===== config.mk =====
export PLATFORM = sky130hd
export DESIGN_NAME = regfile_bypass_sb
export DESIGN_NICKNAME = d
export VERILOG_FILES = /design/src/rtl/regfile_bypass_sb.sv
export SDC_FILE = /design/constraint.sdc
export NUM_CORES = 2
export LEC_CHECK = 0
export BUFFER_PORTS_ARGS = -buffer_cell sky130_fd_sc_hd__buf_2
export CAP_MARGIN = 20
export CORE_MARGIN = 4
export CORE_UTILIZATION = 60
export DETAILED_ROUTE_END_ITERATION = 12
export PLACE_DENSITY = 0.77
export SKIP_CTS_REPAIR_TIMING = 1
export SLEW_MARGIN = 20
export SYNTH_ARGS = -nofsm -noshare
export SYNTH_HDL_FRONTEND = slang
export SYNTH_SLANG_ARGS = --single-unit

===== constraint.sdc =====
create_clock -name CLK -period 4.4 [get_ports CLK]
set_input_delay 0.66 -clock CLK [delete_from_list [all_inputs] [get_ports CLK]]
set_output_delay 0.66 -clock CLK [all_outputs]
set_load 0.01 [all_outputs]

===== src/rtl/regfile_bypass_sb.sv =====
// Register file with two asynchronous read ports, one synchronous write port,
// write-to-read bypass, optional hardwired zero register and a busy scoreboard.
module regfile_bypass_sb #(
  parameter int XLEN     = 32,
  parameter int NREGS    = 32,
  parameter int ZERO_REG = 1,
  parameter int BYPASS   = 1,
  localparam int AW      = $clog2(NREGS)
) (
  input  logic            CLK,
  input  logic            RST,
  input  logic [AW-1:0]   AddressRs1,
  input  logic [AW-1:0]   AddressRs2,
  input  logic [AW-1:0]   rd,
  input  logic [XLEN-1:0] DataWr,
  input  logic            RFWr,
  output logic [XLEN-1:0] RFrs1,
  output logic [XLEN-1:0] RFrs2,
  input  logic            BusySet,
  input  logic [AW-1:0]   BusyAddr,
  output logic            Rs1Busy,
  output logic            Rs2Busy,
  output logic [AW:0]     BusyCount
);

  localparam logic [AW:0] NREGS_W = (AW+1)'(NREGS);

  logic [XLEN-1:0] rf_r [NREGS];
  logic [NREGS-1:0] busy_r;

  logic wr_ok_s;
  logic set_ok_s;
  logic set_hits_rd_s;
  logic inc_s;
  logic dec_s;

  // An address is usable when it is in range and is not the hardwired zero register.
  function automatic logic addr_ok(input logic [AW-1:0] a);
    logic in_range_v;
    logic is_zero_v;
    in_range_v = ({1'b0, a} < NREGS_W);
    is_zero_v  = (ZERO_REG != 32'sd0) && (a == {AW{1'b0}});
    return in_range_v && !is_zero_v;
  endfunction

  // Qualified write/set strobes and the scoreboard count delta for this cycle.
  always_comb begin
    wr_ok_s       = 1'b0;
    set_ok_s      = 1'b0;
    set_hits_rd_s = 1'b0;
    inc_s         = 1'b0;
    dec_s         = 1'b0;
    wr_ok_s       = RFWr && addr_ok(rd);
    set_ok_s      = BusySet && addr_ok(BusyAddr);
    set_hits_rd_s = set_ok_s && wr_ok_s && (BusyAddr == rd);
    // A set that lands on the retiring register keeps it busy, so no decrement.
    inc_s         = set_ok_s && !busy_r[BusyAddr];
    dec_s         = wr_ok_s && busy_r[rd] && !set_hits_rd_s;
  end

  // Read port 1 data and pending flag.
  always_comb begin
    RFrs1   = {XLEN{1'b0}};
    Rs1Busy = 1'b0;
    if (!addr_ok(AddressRs1)) begin
      RFrs1   = {XLEN{1'b0}};
      Rs1Busy = 1'b0;
    end else begin
      if ((BYPASS != 32'sd0) && wr_ok_s && (AddressRs1 == rd)) begin
        RFrs1 = DataWr;
      end else begin
        RFrs1 = rf_r[AddressRs1];
      end
      if (wr_ok_s && (AddressRs1 == rd) && !(set_ok_s && (BusyAddr == AddressRs1))) begin
        Rs1Busy = 1'b0;
      end else begin
        Rs1Busy = busy_r[AddressRs1];
      end
    end
  end

  // Read port 2 data and pending flag.
  always_comb begin
    RFrs2   = {XLEN{1'b0}};
    Rs2Busy = 1'b0;
    if (!addr_ok(AddressRs2)) begin
      RFrs2   = {XLEN{1'b0}};
      Rs2Busy = 1'b0;
    end else begin
      if ((BYPASS != 32'sd0) && wr_ok_s && (AddressRs2 == rd)) begin
        RFrs2 = DataWr;
      end else begin
        RFrs2 = rf_r[AddressRs2];
      end
      if (wr_ok_s && (AddressRs2 == rd) && !(set_ok_s && (BusyAddr == AddressRs2))) begin
        Rs2Busy = 1'b0;
      end else begin
        Rs2Busy = busy_r[AddressRs2];
      end
    end
  end

  // Array, scoreboard and count state; the set is applied after the clear so it wins.
  always_ff @(posedge CLK) begin
    if (RST) begin
      for (int i = 0; i < NREGS; i++) begin
        rf_r[i] <= {XLEN{1'b0}};
      end
      busy_r    <= {NREGS{1'b0}};
      BusyCount <= {(AW+1){1'b0}};
    end else begin
      if (wr_ok_s) begin
        rf_r[rd]   <= DataWr;
        busy_r[rd] <= 1'b0;
      end
      if (set_ok_s) begin
        busy_r[BusyAddr] <= 1'b1;
      end
      BusyCount <= BusyCount + {{AW{1'b0}}, inc_s} - {{AW{1'b0}}, dec_s};
    end
  end

endmodule


======== After elaboration in Yosys (flattened, before gate mapping) ========
Memory sizes are Yosys's and may differ from the RTL's.
Cells that the tools add are included.
cells by class
  reduce and logical (&&, ||, !) cells .... 26
  muxes and demuxes ....................... 31
  add/subtract/negate cells ............... 2
  bitwise gates (word level) .............. 3
  equal/unequal tests ..................... 5
  magnitude comparators ................... 6
operators with widths
  kind                  number
  $mux W32              8
  $and A32 B32 Y32      1
  $not A32 Y32          1
  $or A32 B32 Y32       1
  $reduce_or A32 Y1     1
  $eq A5 B5 Y1          5
  $lt A5 B6 Y1 const B  4
  $bmux W1 S5           4
  $logic_not A5 Y1      4
  $mux W1               16
  $logic_and A1 B1 Y1   15
  $demux W1 S5          2
  $ge A5 B1 Y1 const B  2
  $add A6 B1 Y6         1
  $logic_not A1 Y1      6
  $sub A6 B1 Y6         1
  $mux W5               1
word-level totals
  bits in writable memories ............... 1024
  flip-flop bits (word level) ............. 38
  output and inout port bits .............. 72
  input bits .............................. 56
  logic and storage cells ................. 76
  memories kept ........................... 1
memories
  name  depth  width  rd ports  clocked after memory_dff  write ports  line  source
  rf_r  32     32     2         0                         32           28    logic [XLEN-1:0] rf_r [NREGS];

======== Longest topological paths before layout ========
  word-level depth ........................ 10
  mapped depth ............................ 16

======== Least setup slack after synthesis ========
OpenSTA, ideal clock, no wires.
  path type ............................... in2reg
  from .................................... in BusyAddr[0]
  to ...................................... reg BusyCount[5]
  setup slack ............................. 757 ps
  buffers on the path ..................... 2
  setup time .............................. 121 ps
  arrival time ............................ 3522 ps
  required time ........................... 4279 ps
  stages on the path ...................... 15
  cell sequence ........................... buf_2 buf_1 mux4_2 nand3b_1 o21ai_0 o21ai_0 nand2_1 ha_1 inv_1 ha_1 a21o_1 a21oi_1 o21bai_1 a21oi_1 mux2_2
on the way
  cells in the longest elaborated chain, start to end .. 8
  elaborated cells on any way between the ends .. 14
  classes of those cells .................. add/sub (2); eq/ne (1); mux (2); reduce/logical (9)
RTL lines
  item                                                                   line  source
  from (decl)                                                            20    input logic [AW-1:0] BusyAddr,
  parallel branches: the longest is 7 deep, another holds $add A6 B1 Y6  n/a
  $sub A6 B1 Y6 (*)                                                      119   BusyCount <= BusyCount + {{AW{1'b0}}, inc_s} - {{AW{1'b0}}, dec_s};
  to (signal assigned)                                                   110   BusyCount <= {(AW+1){1'b0}};
  to (signal assigned)                                                   119
  to (decl)                                                              23    output logic [AW:0] BusyCount
Mark *: on every way between the ends. The select of a mux whose other input is x is not followed.
A chain may end at the register's enable or synchronous reset.

======== Worst setup path after layout ========
  from .................................... in AddressRs2[1]
  to ...................................... out RFrs2[24]
on the way
  cells in the longest elaborated chain, start to end .. 4
  elaborated cells on any way between the ends .. 6
  classes of those cells .................. eq/ne (1); mux (2); reduce/logical (2); memory (1)
RTL lines
  item                                                                     line  source
  from (decl)                                                              13    input logic [AW-1:0] AddressRs2,
  parallel branches: the longest is 3 deep, another holds $mem_v2 Z32 W32  n/a
  $mux W32 (*)                                                             86    if (!addr_ok(AddressRs2)) begin
  to (decl)                                                                18    output logic [XLEN-1:0] RFrs2,
Mark *: on every way between the ends.

==> impl_metrics.json <==
{
  "critical_path_top_delay_cell": "sky130_fd_sc_hd__nor3_1",
  "worstReg2RegEnd": "BusyCount[4]$_SDFF_PP0_",
  "ys_seq_elements": 1062,
  "post-synth-top-count-cell": "sky130_fd_sc_hd__edfxtp_1",
  "layout.cell_area.non_filler_mm2": 0.0654,
  "grt_use_total": 0.413,
  "syn_avg_cell_area_um2": 13.9,
  "clock_sinks": 1062,
  "total_power_mw": 25.3,
  "holdCritStartpoint": "BusyAddr[1]",
  "fin_util": 0.673,
  "cts_max_path_buffers": 3,
  "synthCells": 4251,
  "clock_transition_at_the_registers_of_the_reported_paths_ns": 0.06,
  "fin_worst_skew_ns": 0.0158,
  "synth-simple-area-share": 0.142,
  "wirelength_um": 214000,
  "synth-adder-area-share": 0.00161,
  "cp.required_ns": 3.74,
  "power.density_mw_per_mm2": 387,
  "yosys.area_share.xor_xnor": 0.00431,
  "reg2reg_setup_slack_ns": 1.20,
  "cp-start-kind": "input port",
  "layout.nets": 4388,
  "reg2reg_from": "busy_r[27]$_SDFF_PP0_",
  "synth_area_mm2": 0.0589,
  "wl_per_cell_um": 37.5,
  "synth_top_family_by_area": "multiplexers",
  "dr.first_iter.drc_count": 8601,
  "flow.area_growth_from_synthesis_pct": 10.9,
  "destination_of_the_worst_hold_path": "busy_r[3]$_SDFF_PP0_",
  "die_width_um": 321,
  "cts-buffers-inserted": 109,
  "final_max_slew_viol_count": 0,
  "row_count": 114,
  "synth_compound_gate_area_share": 0.0589,
  "post_dp_cell_area_mm2": 0.0616,
  "hold-path-cell-count": 3,
  "sequential_area_share_after_synthesis": 0.535,
  "grt_antenna_before_repair": 25,
  "timing.setup.tns_ns": 0,
  "setup_viol_count_final": 0,
  "synth-warning-count": 0,
  "fmaxAchievable_mhz": 232,
  "globalRoute.totalOverflow": 0,
  "synthMuxAreaShare": 0.216,
  "boundaryPins": 128,
  "drt_pre_antenna_iters": 8,
  "placeableCoreArea_mm2": 0.0971,
  "buffer_ports.inserted": 127,
  "cell_seen_most_often_among_critical_path_stages": "sky130_fd_sc_hd__buf_4",
  "dp_hpwl_um": 133000,
  "path_max_fanout": 33,
  "max-slew-margin-rel": 0.269,
  "design.die.area_mm2": 0.103,
  "ctsRootBufferMaster": "sky130_fd_sc_hd__clkbuf_16",
  "crit_arrival_ns": 3.66,
  "post_synth_most_frequent_cells": "sky130_fd_sc_hd__edfxtp_1 (1024), sky130_fd_sc_hd__and2_1 (1000), sky130_fd_sc_hd__mux4_2 (419), sky130_fd_sc_hd__clkbuf_1 (251), sky130_fd_sc_hd__mux2i_1 (205)",
  "asyncSetResetFlopFracSynth": 0,
  "crit_type": "input port to output pin",
  "via_count_of_the_first_global_routing_pass": 41174,
  "rsz_0062_raised_after_global_routing": "false",
  "timing.max_cap.violations": 0,
  "worst_hold_path_type": "input port to register",
  "vdd_drop_max_uv": 378,
  "cts_tree": "yes",
  "outcome": "completed",
  "worst_setup_path_end_kind": "output pin",
  "gp_routability_congestion": 0.966,
  "synth_enable_flop_cells": 1024,
  "fin_crit_sh": 0.981,
  "initial_core_util": 0.607,
  "grt_first_pass_wirelength_um": 300000,
  "post_route_cells_drive_above_1_share": 0.252,
  "drt_drc_violations_left": 0,
  "timing.critical_path.slowest_cell_delay_ns": 0.76,
  "worstPathCellList": "buf_8, buf_4, nand2_1, buf_4, o22ai_1, nor3_1, nor3_1, nor2_1, buf_4, buf_2",
  "pin_count_of_the_biggest_net_entering_global_routing": 52,
  "min_period_ns": 4.32,
  "leakage_power_nw": 23.2,
  "h-tree-depth": 3,
  "netlist.top_cell.by_area": "sky130_fd_sc_hd__edfxtp_1",
  "tightestPinTransition_ns": 1.10,
  "viasPerCell": 7.51,
  "library_cells_used_by_synthesis": 75,
  "post_drt_antenna_nets": 0,
  "ys.flop_type": "sky130_fd_sc_hd__edfxtp_1",
  "synth_area_leaders": "sky130_fd_sc_hd__edfxtp_1 (52%), sky130_fd_sc_hd__mux4_2 (16%), sky130_fd_sc_hd__and2_1 (11%), sky130_fd_sc_hd__mux2i_1 (3.5%), sky130_fd_sc_hd__clkbuf_1 (1.6%)",
  "routed-via-count": 42852,
  "worst_skew_pair.late_latency_ns": 0.72,
  "final_hold_viol_count": 0,
  "die_height_um": 321,
  "r2r_cells": 13,
  "synth.top_cell.area_share": 0.522
}
[per-layer routing]
metal | routed length [um] | vias to the layer above | global-route usage | share of wire
met1 | 68300 | 20985 | 0.534 | 0.32
met5 | 152 | - | 0 | 0.00071
met3 | 38700 | 1083 | 0.167 | 0.18
met2 | 89200 | 4465 | 0.580 | 0.42
li1 | - | 16303 | - | -
met4 | 17800 | 16 | 0.266 | 0.083
[cells by family after synthesis]
logic type / Yosys count
xor+xnor: 29
simple gates: 1445
compound gates: 507
fa+ha+maj: 7
mux: 714
other cells: 1
buf+inv: 486
flops: 1062
[flip-flops by register name, summed over array words and instances, names as in the netlist]
signal     cells
BusyCount      6
busy_r        32
rf_r        1024
[where the power goes]
group / internal [mW] / leakage (nW) / total [mW] / switching, mW
Combinational: 1.38 / 11.3 / 3.51 / 2.14
Sequential: 11.7 / 10.1 / 12.0 / 0.314
Clock: 5.69 / 1.83 / 9.81 / 4.13
[through the flow]
stage,setup WS [ns],cells,hold WS (ns)
2_1_floorplan,0.757,4282,0.472
3_3_place_gp,0.132,5490,0.523
3_5_place_dp,0.0820,5490,0.528
4_1_cts,0.0726,5693,0.385
5_1_grt,0.0633,5694,0.424
6_report,0.0843,5703,0.421
[cells in the final DEF, fill, tap and decap left out, types with 30 or more instances in the layout]
master / synthesis / routed
sky130_fd_sc_hd__o22ai_1: 65 / 65
sky130_fd_sc_hd__nand2_1: 140 / 140
sky130_fd_sc_hd__nor2_4: 0 / 30
sky130_fd_sc_hd__clkbuf_16: 0 / 110
sky130_fd_sc_hd__clkinv_1: 1 / 34
sky130_fd_sc_hd__nor2b_1: 38 / 38
sky130_fd_sc_hd__edfxtp_1: 1024 / 1024
sky130_fd_sc_hd__mux2_2: 75 / 75
sky130_fd_sc_hd__mux4_2: 419 / 419
sky130_fd_sc_hd__buf_2: 84 / 120
sky130_fd_sc_hd__buf_4: 39 / 206
sky130_fd_sc_hd__conb_1: 1 / 32
sky130_fd_sc_hd__nor2_1: 129 / 98
sky130_fd_sc_hd__nor3_1: 40 / 39
sky130_fd_sc_hd__a211oi_1: 47 / 47
sky130_fd_sc_hd__inv_1: 44 / 41
sky130_fd_sc_hd__dfxtp_1: 38 / 38
sky130_fd_sc_hd__a21oi_1: 83 / 83
sky130_fd_sc_hd__a221oi_1: 48 / 48
sky130_fd_sc_hd__o21ai_0: 82 / 82
sky130_fd_sc_hd__buf_12: 4 / 39
sky130_fd_sc_hd__mux2i_1: 205 / 205
sky130_fd_sc_hd__and2_1: 1000 / 1000
[critical path, delay by kind of cell]
| kind | cells | cell delay (ns) |
|---|---|---|
| and+or+nand+nor | 4 | 1.39 |
| AOI/OAI and AO/OA | 1 | 0.19 |
| buffers and inverters | 5 | 1.35 |
[worst max-delay path by stage]
stage                  startpoint                       to  slack [ns]  cells after the start
floorplan             BusyAddr[0]  BusyCount[5]$_SDFF_PP0_        0.76                     15
global placement    AddressRs2[1]                RFrs2[24]        0.13                      9
detailed placement  AddressRs2[1]                RFrs2[24]        0.08                      9
CTS                 AddressRs2[1]                RFrs2[24]        0.07                      9
global route        AddressRs2[0]                RFrs2[24]        0.06                     10
finish              AddressRs2[1]                RFrs2[24]        0.08                     10
[final cells by class]
| type | count | area (um2) |
|---|---|---|
| timing repair buffer | 371 | 3010 |
| sequential | 1062 | 31500 |
| fill | 6634 | 31800 |
| tap | 1276 | 1600 |
| clock inverter | 82 | 925 |
| inverter | 47 | 178 |
| clock buffer | 121 | 2790 |
| antenna | 10 | 25.0 |
| multi-input combinational | 2734 | 25300 |
No activity file was read; power rests on OpenSTA's default activity.
